## src/rtl/tusca_tx_arbiter_pkg.sv

```systemverilog
// Shared constants for the TUSCA transmit path: arbiter FSM state codes,
// requester indices and the round-robin successor helper.
package tusca_pkg;

    localparam logic [3:0] ST_IDLE        = 4'd0;
    localparam logic [3:0] ST_ARBITRA     = 4'd1;
    localparam logic [3:0] ST_ESPERA_DADO = 4'd2;
    localparam logic [3:0] ST_ENVIA       = 4'd3;
    localparam logic [3:0] ST_AGUARDA_TX  = 4'd4;
    localparam logic [3:0] ST_LIBERA      = 4'd5;
    localparam logic [3:0] ST_TIMEOUT     = 4'd6;

    localparam logic [1:0] REQ_MEDIDA = 2'd0;
    localparam logic [1:0] REQ_CONFIG = 2'd1;
    localparam logic [1:0] REQ_ERRO   = 2'd2;

    localparam int unsigned N_REQ = 3;

    // Next requester index in round-robin order, wrapping after REQ_ERRO.
    function automatic logic [1:0] idx_seguinte(input logic [1:0] idx);
        return (idx >= REQ_ERRO) ? REQ_MEDIDA : idx + 2'd1;
    endfunction

endpackage

```

## src/rtl/tusca_tx_arbiter_contador_m.sv

```systemverilog
// Modulo-M counter with synchronous clear; fim flags the terminal count M-1.
module contador_m #(
    parameter int M = 100,
    parameter int N = 7
) (
    input  logic clock,
    input  logic reset,
    input  logic zera,
    input  logic conta,
    output logic fim
);

    logic [N-1:0] q;

    always_ff @(posedge clock or negedge reset) begin
        if (!reset)
            q <= '0;
        else if (zera)
            q <= '0;
        else if (conta)
            q <= (q == N'(M - 1)) ? '0 : q + N'(1);
    end

    assign fim = (q == N'(M - 1));

endmodule

```

## src/rtl/tusca_tx_arbiter_rr_picker.sv

```systemverilog
// Combinational round-robin selector: first active request after ptr,
// returned both one-hot and as an index.
module rr_picker
    import tusca_pkg::*;
(
    input  logic [2:0] req,
    input  logic [1:0] ptr,
    output logic [2:0] sel,
    output logic [1:0] idx
);

    logic [1:0] cand;

    always_comb begin
        sel  = '0;
        idx  = REQ_MEDIDA;
        cand = idx_seguinte(ptr);
        for (int unsigned k = 0; k < N_REQ; k++) begin
            if (sel == '0 && req[cand]) begin
                sel[cand] = 1'b1;
                idx       = cand;
            end
            cand = idx_seguinte(cand);
        end
    end

endmodule

```

## src/rtl/tusca_tx_arbiter.sv

```systemverilog
// Round-robin owner of the shared UART transmitter for the measurement,
// config-ack and error requesters; one whole message per grant, with watchdog.
module tusca_tx_arbiter
    import tusca_pkg::*;
#(
    parameter int TIMEOUT = 50_000_000
) (
    input  logic        clock,
    input  logic        reset,
    input  logic [2:0]  req,
    input  logic [23:0] dados,
    input  logic [2:0]  valido,
    input  logic [2:0]  ultimo,
    output logic [2:0]  aceito,
    output logic [2:0]  grant,
    output logic        tx_partida,
    output logic [7:0]  tx_dados,
    input  logic        tx_pronto,
    output logic        timeout_erro,
    output logic [3:0]  db_estado
);

    logic [3:0] estado, estado_prox;
    logic [1:0] ptr, g_idx;
    logic [2:0] pick_sel;
    logic [1:0] pick_idx;
    logic       fim;
    logic [7:0] byte_g;
    logic       req_g, valido_g, ultimo_g;
    logic       wd_zera, wd_conta, wd_fim;

    rr_picker u_picker (
        .req (req),
        .ptr (ptr),
        .sel (pick_sel),
        .idx (pick_idx)
    );

    // Only the granted requester's lines are visible to the FSM.
    always_comb begin
        case (g_idx)
            REQ_CONFIG: begin
                byte_g   = dados[15:8];
                req_g    = req[1];
                valido_g = valido[1];
                ultimo_g = ultimo[1];
            end
            REQ_ERRO: begin
                byte_g   = dados[23:16];
                req_g    = req[2];
                valido_g = valido[2];
                ultimo_g = ultimo[2];
            end
            default: begin
                byte_g   = dados[7:0];
                req_g    = req[0];
                valido_g = valido[0];
                ultimo_g = ultimo[0];
            end
        endcase
    end

    always_comb begin
        estado_prox = estado;
        case (estado)
            ST_IDLE:
                if (|req) estado_prox = ST_ARBITRA;
            ST_ARBITRA:
                estado_prox = (|req) ? ST_ESPERA_DADO : ST_IDLE;
            ST_ESPERA_DADO:
                if (valido_g)    estado_prox = ST_ENVIA;
                else if (!req_g) estado_prox = ST_LIBERA;
                else if (wd_fim) estado_prox = ST_TIMEOUT;
            ST_ENVIA:
                estado_prox = ST_AGUARDA_TX;
            ST_AGUARDA_TX:
                if (tx_pronto)   estado_prox = fim ? ST_LIBERA : ST_ESPERA_DADO;
                else if (wd_fim) estado_prox = ST_TIMEOUT;
            ST_LIBERA:
                estado_prox = ST_IDLE;
            ST_TIMEOUT:
                estado_prox = ST_LIBERA;
            default:
                estado_prox = ST_IDLE;
        endcase
    end

    // Clearing on every state change restarts the count on each entry into
    // ESPERA_DADO or AGUARDA_TX, including the direct hop between them.
    assign wd_conta = (estado == ST_ESPERA_DADO) || (estado == ST_AGUARDA_TX);
    assign wd_zera  = (estado_prox != estado);

    contador_m #(
        .M (TIMEOUT),
        .N (27)
    ) u_watchdog (
        .clock (clock),
        .reset (reset),
        .zera  (wd_zera),
        .conta (wd_conta),
        .fim   (wd_fim)
    );

    always_ff @(posedge clock or negedge reset) begin
        if (!reset) begin
            estado   <= ST_IDLE;
            ptr      <= REQ_ERRO;
            g_idx    <= REQ_MEDIDA;
            grant    <= '0;
            tx_dados <= '0;
            fim      <= 1'b0;
        end else begin
            estado <= estado_prox;
            case (estado)
                ST_ARBITRA:
                    if (|req) begin
                        grant <= pick_sel;
                        g_idx <= pick_idx;
                    end
                ST_ESPERA_DADO:
                    if (valido_g) begin
                        tx_dados <= byte_g;
                        fim      <= ultimo_g;
                    end
                ST_LIBERA: begin
                    ptr   <= g_idx;
                    grant <= '0;
                end
                default: ;
            endcase
        end
    end

    assign aceito       = (estado == ST_ENVIA) ? grant : '0;
    assign tx_partida   = (estado == ST_ENVIA);
    assign timeout_erro = (estado == ST_TIMEOUT);
    assign db_estado    = estado;

endmodule

```

## config.mk

```make
export PLATFORM = sky130hd
export DESIGN_NAME = tusca_tx_arbiter
export DESIGN_NICKNAME = d
export VERILOG_FILES = /design/src/rtl/tusca_tx_arbiter_pkg.sv /design/src/rtl/tusca_tx_arbiter_contador_m.sv /design/src/rtl/tusca_tx_arbiter_rr_picker.sv /design/src/rtl/tusca_tx_arbiter.sv
export SDC_FILE = /design/constraint.sdc
export NUM_CORES = 1
export LEC_CHECK = 0
export BUFFER_PORTS_ARGS = -buffer_cell sky130_fd_sc_hd__buf_2
export CORE_AREA = 4 4 54 104
export CTS_BUF_LIST = sky130_fd_sc_hd__clkbuf_4
export DETAILED_ROUTE_END_ITERATION = 16
export DIE_AREA = 0 0 58 108
export GPL_TIMING_DRIVEN = 0
export PLACE_DENSITY = 0.85
export SYNTH_ARGS = -nofsm -noshare
export SYNTH_HDL_FRONTEND = slang
export SYNTH_SLANG_ARGS = --single-unit
```

## constraint.sdc

```tcl
create_clock -name clock -period 2.9 [get_ports clock]
set_clock_uncertainty 0.15 [all_clocks]
set_input_delay 0.29 -clock clock [delete_from_list [all_inputs] [get_ports clock]]
set_output_delay 0.29 -clock clock [all_outputs]
set_load 0.03 [all_outputs]
```

==> results.cfg <==
[worst_setup_path]
worstSetupPathType = flip-flop to flip-flop
max_stage_delay_ns = 0.41
critPathSlowestCell = a221oi_1
required_ns = 3.06
worstPathMaxFanout = 10
startpoint_type = flip-flop
worstPathArrival_ns = 2.44
critPathTopFamily = compound AO/OA/AOI/OAI gates
worst-path-buf-inv = 2
cp_cell_sequence = inv_1, ha_1, a221oi_1, a221o_2, nand3_4, o21bai_4, buf_8, nor2_1
end_kind = flip-flop

[layout]
drive_gt1_share_pct = 24.72
diodes = 0
final_common_cell = buf_2
utilization_pct = 63.73
area_growth_pct = 16.67
fin_area_um2 = 3100
final_cell_mix = buf_2, nor2_1, dfrtp_1, nand2_1, xor2_1
finalNetCount = 390

[run]
maxCapViolCount = 0

[clock_network]
path_clk_slew_ns = 0.14
cts_setup_buffers = 0
cts_resized = 0
cts.path.max_buffers = 2
cts_tree = built
cts.sinks = 47
numCtsBuffers = 5
clk_latency_ns = 0.38
cts.htree.levels = 2
cts_root_buf = clkbuf_4
cts-hold-fix-buffers = 2

[floorplan]
chipHeight_um = 108
pin_count = 56
num_rows = 36
start_util_pct = 54.63
core_um2 = 4865
dieWidth_um = 58
fp.dieArea_um2 = 6264

[yosys]
ys_seq_elements = 47
synth_top_family_by_area = simple AND/OR/NAND/NOR gates
synth_top_flop_cell = dfrtp_1
syn_nets = 326
synth_area_per_cell_um2 = 9.260
yosys-mux-area-fraction_pct = 1.224
synthCells = 287
synth-simple-area-share_pct = 27.12
synth_cell_types = 49
yosys.area_share.adder_pct = 1.412
ys_seq_area_share_pct = 44.30
yosysWarnings = 0
syn_area_um2 = 2658
synth_compound_area_share_pct = 12.38
synth-edff-count = 0
synth_xor_area_share_pct = 8.569
synth-async-reset-ratio_pct = 100.0

[run_status]
outcome = finished clean

[sta]
max_freq_mhz = 438.2
relSlewSlack_pct = 31.73
worst_pin_slew_ns = 1.024
maxSlewViolCount = 0
period_share_pct = 78.69
setup_viol = 0
tns_ns = 0
hold_viol = 0
worst_slack_ns = 0.6178
rsz0062_at_grt = no
layout_min_cycle_time_ns = 2.282

[power]
power.leakage_nw = 1.403
peakVddDrop_mv = 0.6709
pwr_density_cell_nw_per_um2 = 736.1

[placed_design]
pre_cts_ws_ns = 0.6336
place_area_um2 = 3004
hpwl_mm = 4.701
port_buffers = 55
gp_congestion = 0.7971

[detailed_routing]
wirelength_mm = 5.957
via_count = 2328
first_pass_iters = 4
drtAntennaViolNets = 0
drcViolationCount = 0
drtIter0Drc = 60
avgRoutedWirePerCell_um = 14.56
via_per_inst = 5.692

[grt]
grt_first_pass_wirelength_mm = 10.51
grt_pass1_vias = 2374
grt_overflow = 0
antenna_found_initial = 0
grt_max_degree = 48
grt.total_usage_pct = 21.40

[min_path]
hp-class = input pin to flip-flop
stage by stage:
stage | total power, mW | hold slack, ns | cells
2_1_floorplan | 1.637 | -0.1556 | 287
4_1_cts | 2.298 | 0.001560 | 409
6_report | 2.282 | 0.01673 | 409
3_5_place_dp | 1.909 | 0.3221 | 399
5_1_grt | 2.453 | 0.01124 | 409
3_3_place_gp | 1.876 | 0.3078 | 399
metal layers:
| layer | share of wire (%) | global-route usage, % | vias to the layer above | wire (µm) |
|---|---|---|---|---|
| met4 | 2.0 | 7.131 | 0 | 117 |
| met2 | 58 | 40.29 | 57 | 3478 |
| met1 | 35 | 23.09 | 1119 | 2109 |
| met5 | 0 | 0 | - | 0 |
| met3 | 4.2 | 4.062 | 14 | 252 |
| li1 | - | - | 1138 | - |
final cells by class:
cell class                      instances  area (µm²)
Fill cell                             406        1764
Multi-Input combinational cell        223        1351
Sequential cell                        47        1177
Timing Repair Buffer                   57       295.3
Buffer                                 14       117.6
Tap cell                               57       71.32
Clock inverter                          3       38.79
Clock buffer                            5       37.54
Inverter                                3       11.26
worst register-to-register path, cell delays in order, from the launching register on:
cell and delay [ns]:
dfrtp_1 0.40, inv_1 0.07, ha_1 0.33, a221oi_1 0.41, a221o_2 0.28, nand3_4 0.09, o21bai_4 0.22, buf_8 0.16
nor2_1 0.11
synthesized netlist by cell type (4+ instances only):
| cell type | number | share of area, % |
|---|---|---|
| a21oi_1 | 17 | 3.2 |
| a22oi_1 | 9 | 2.5 |
| and2_1 | 4 | 0.94 |
| and3_1 | 4 | 0.94 |
| buf_6 | 5 | 2.1 |
| dfrtp_1 | 46 | 43 |
| nand2_1 | 27 | 3.8 |
| nand3_1 | 13 | 2.4 |
| nand4_1 | 13 | 3.1 |
| nor2_1 | 48 | 6.8 |
| nor3_1 | 4 | 0.75 |
| nor4_1 | 5 | 1.2 |
| o21ai_0 | 4 | 0.75 |
| o21ai_1 | 8 | 1.5 |
| xnor2_1 | 5 | 1.6 |
| xor2_1 | 21 | 6.9 |
cell families after synthesis:
family,count (synthesis)
simple gates,139
compound gates,51
other cells,1
buf+inv,17
fa+ha+maj,3
mux,3
xor+xnor,26
flops,47
power breakdown:
group | internal [mW] | total (mW) | switching (mW)
registers | 0.760 | 0.829 | 0.0693
logic | 0.397 | 1.06 | 0.666
clock network | 0.178 | 0.390 | 0.212
worst paths after layout:
kind	start	end	slack (ns)	cells past startpoint
setup / recovery	g_idx[0]	u_watchdog.q[8]	0.62	8
hold / removal	ultimo[0]	fim	0.02	3
setup reg to reg	g_idx[0]	u_watchdog.q[8]	0.62	8
hold reg to reg	tx_dados[6]	tx_dados[6]	0.35	2
max in group asynchronous	reset	db_estado[3]	1.51	2
min in group asynchronous	reset	u_watchdog.q[2]	0.47	2
state kept, by name, indices dropped and copies added (netlist names):
signal and cells:
ptr 2, db_estado 4, grant 3, fim 1
tx_dados 8, u_watchdog.q 27, g_idx 2
No activity file was read; power rests on OpenSTA's default activity.
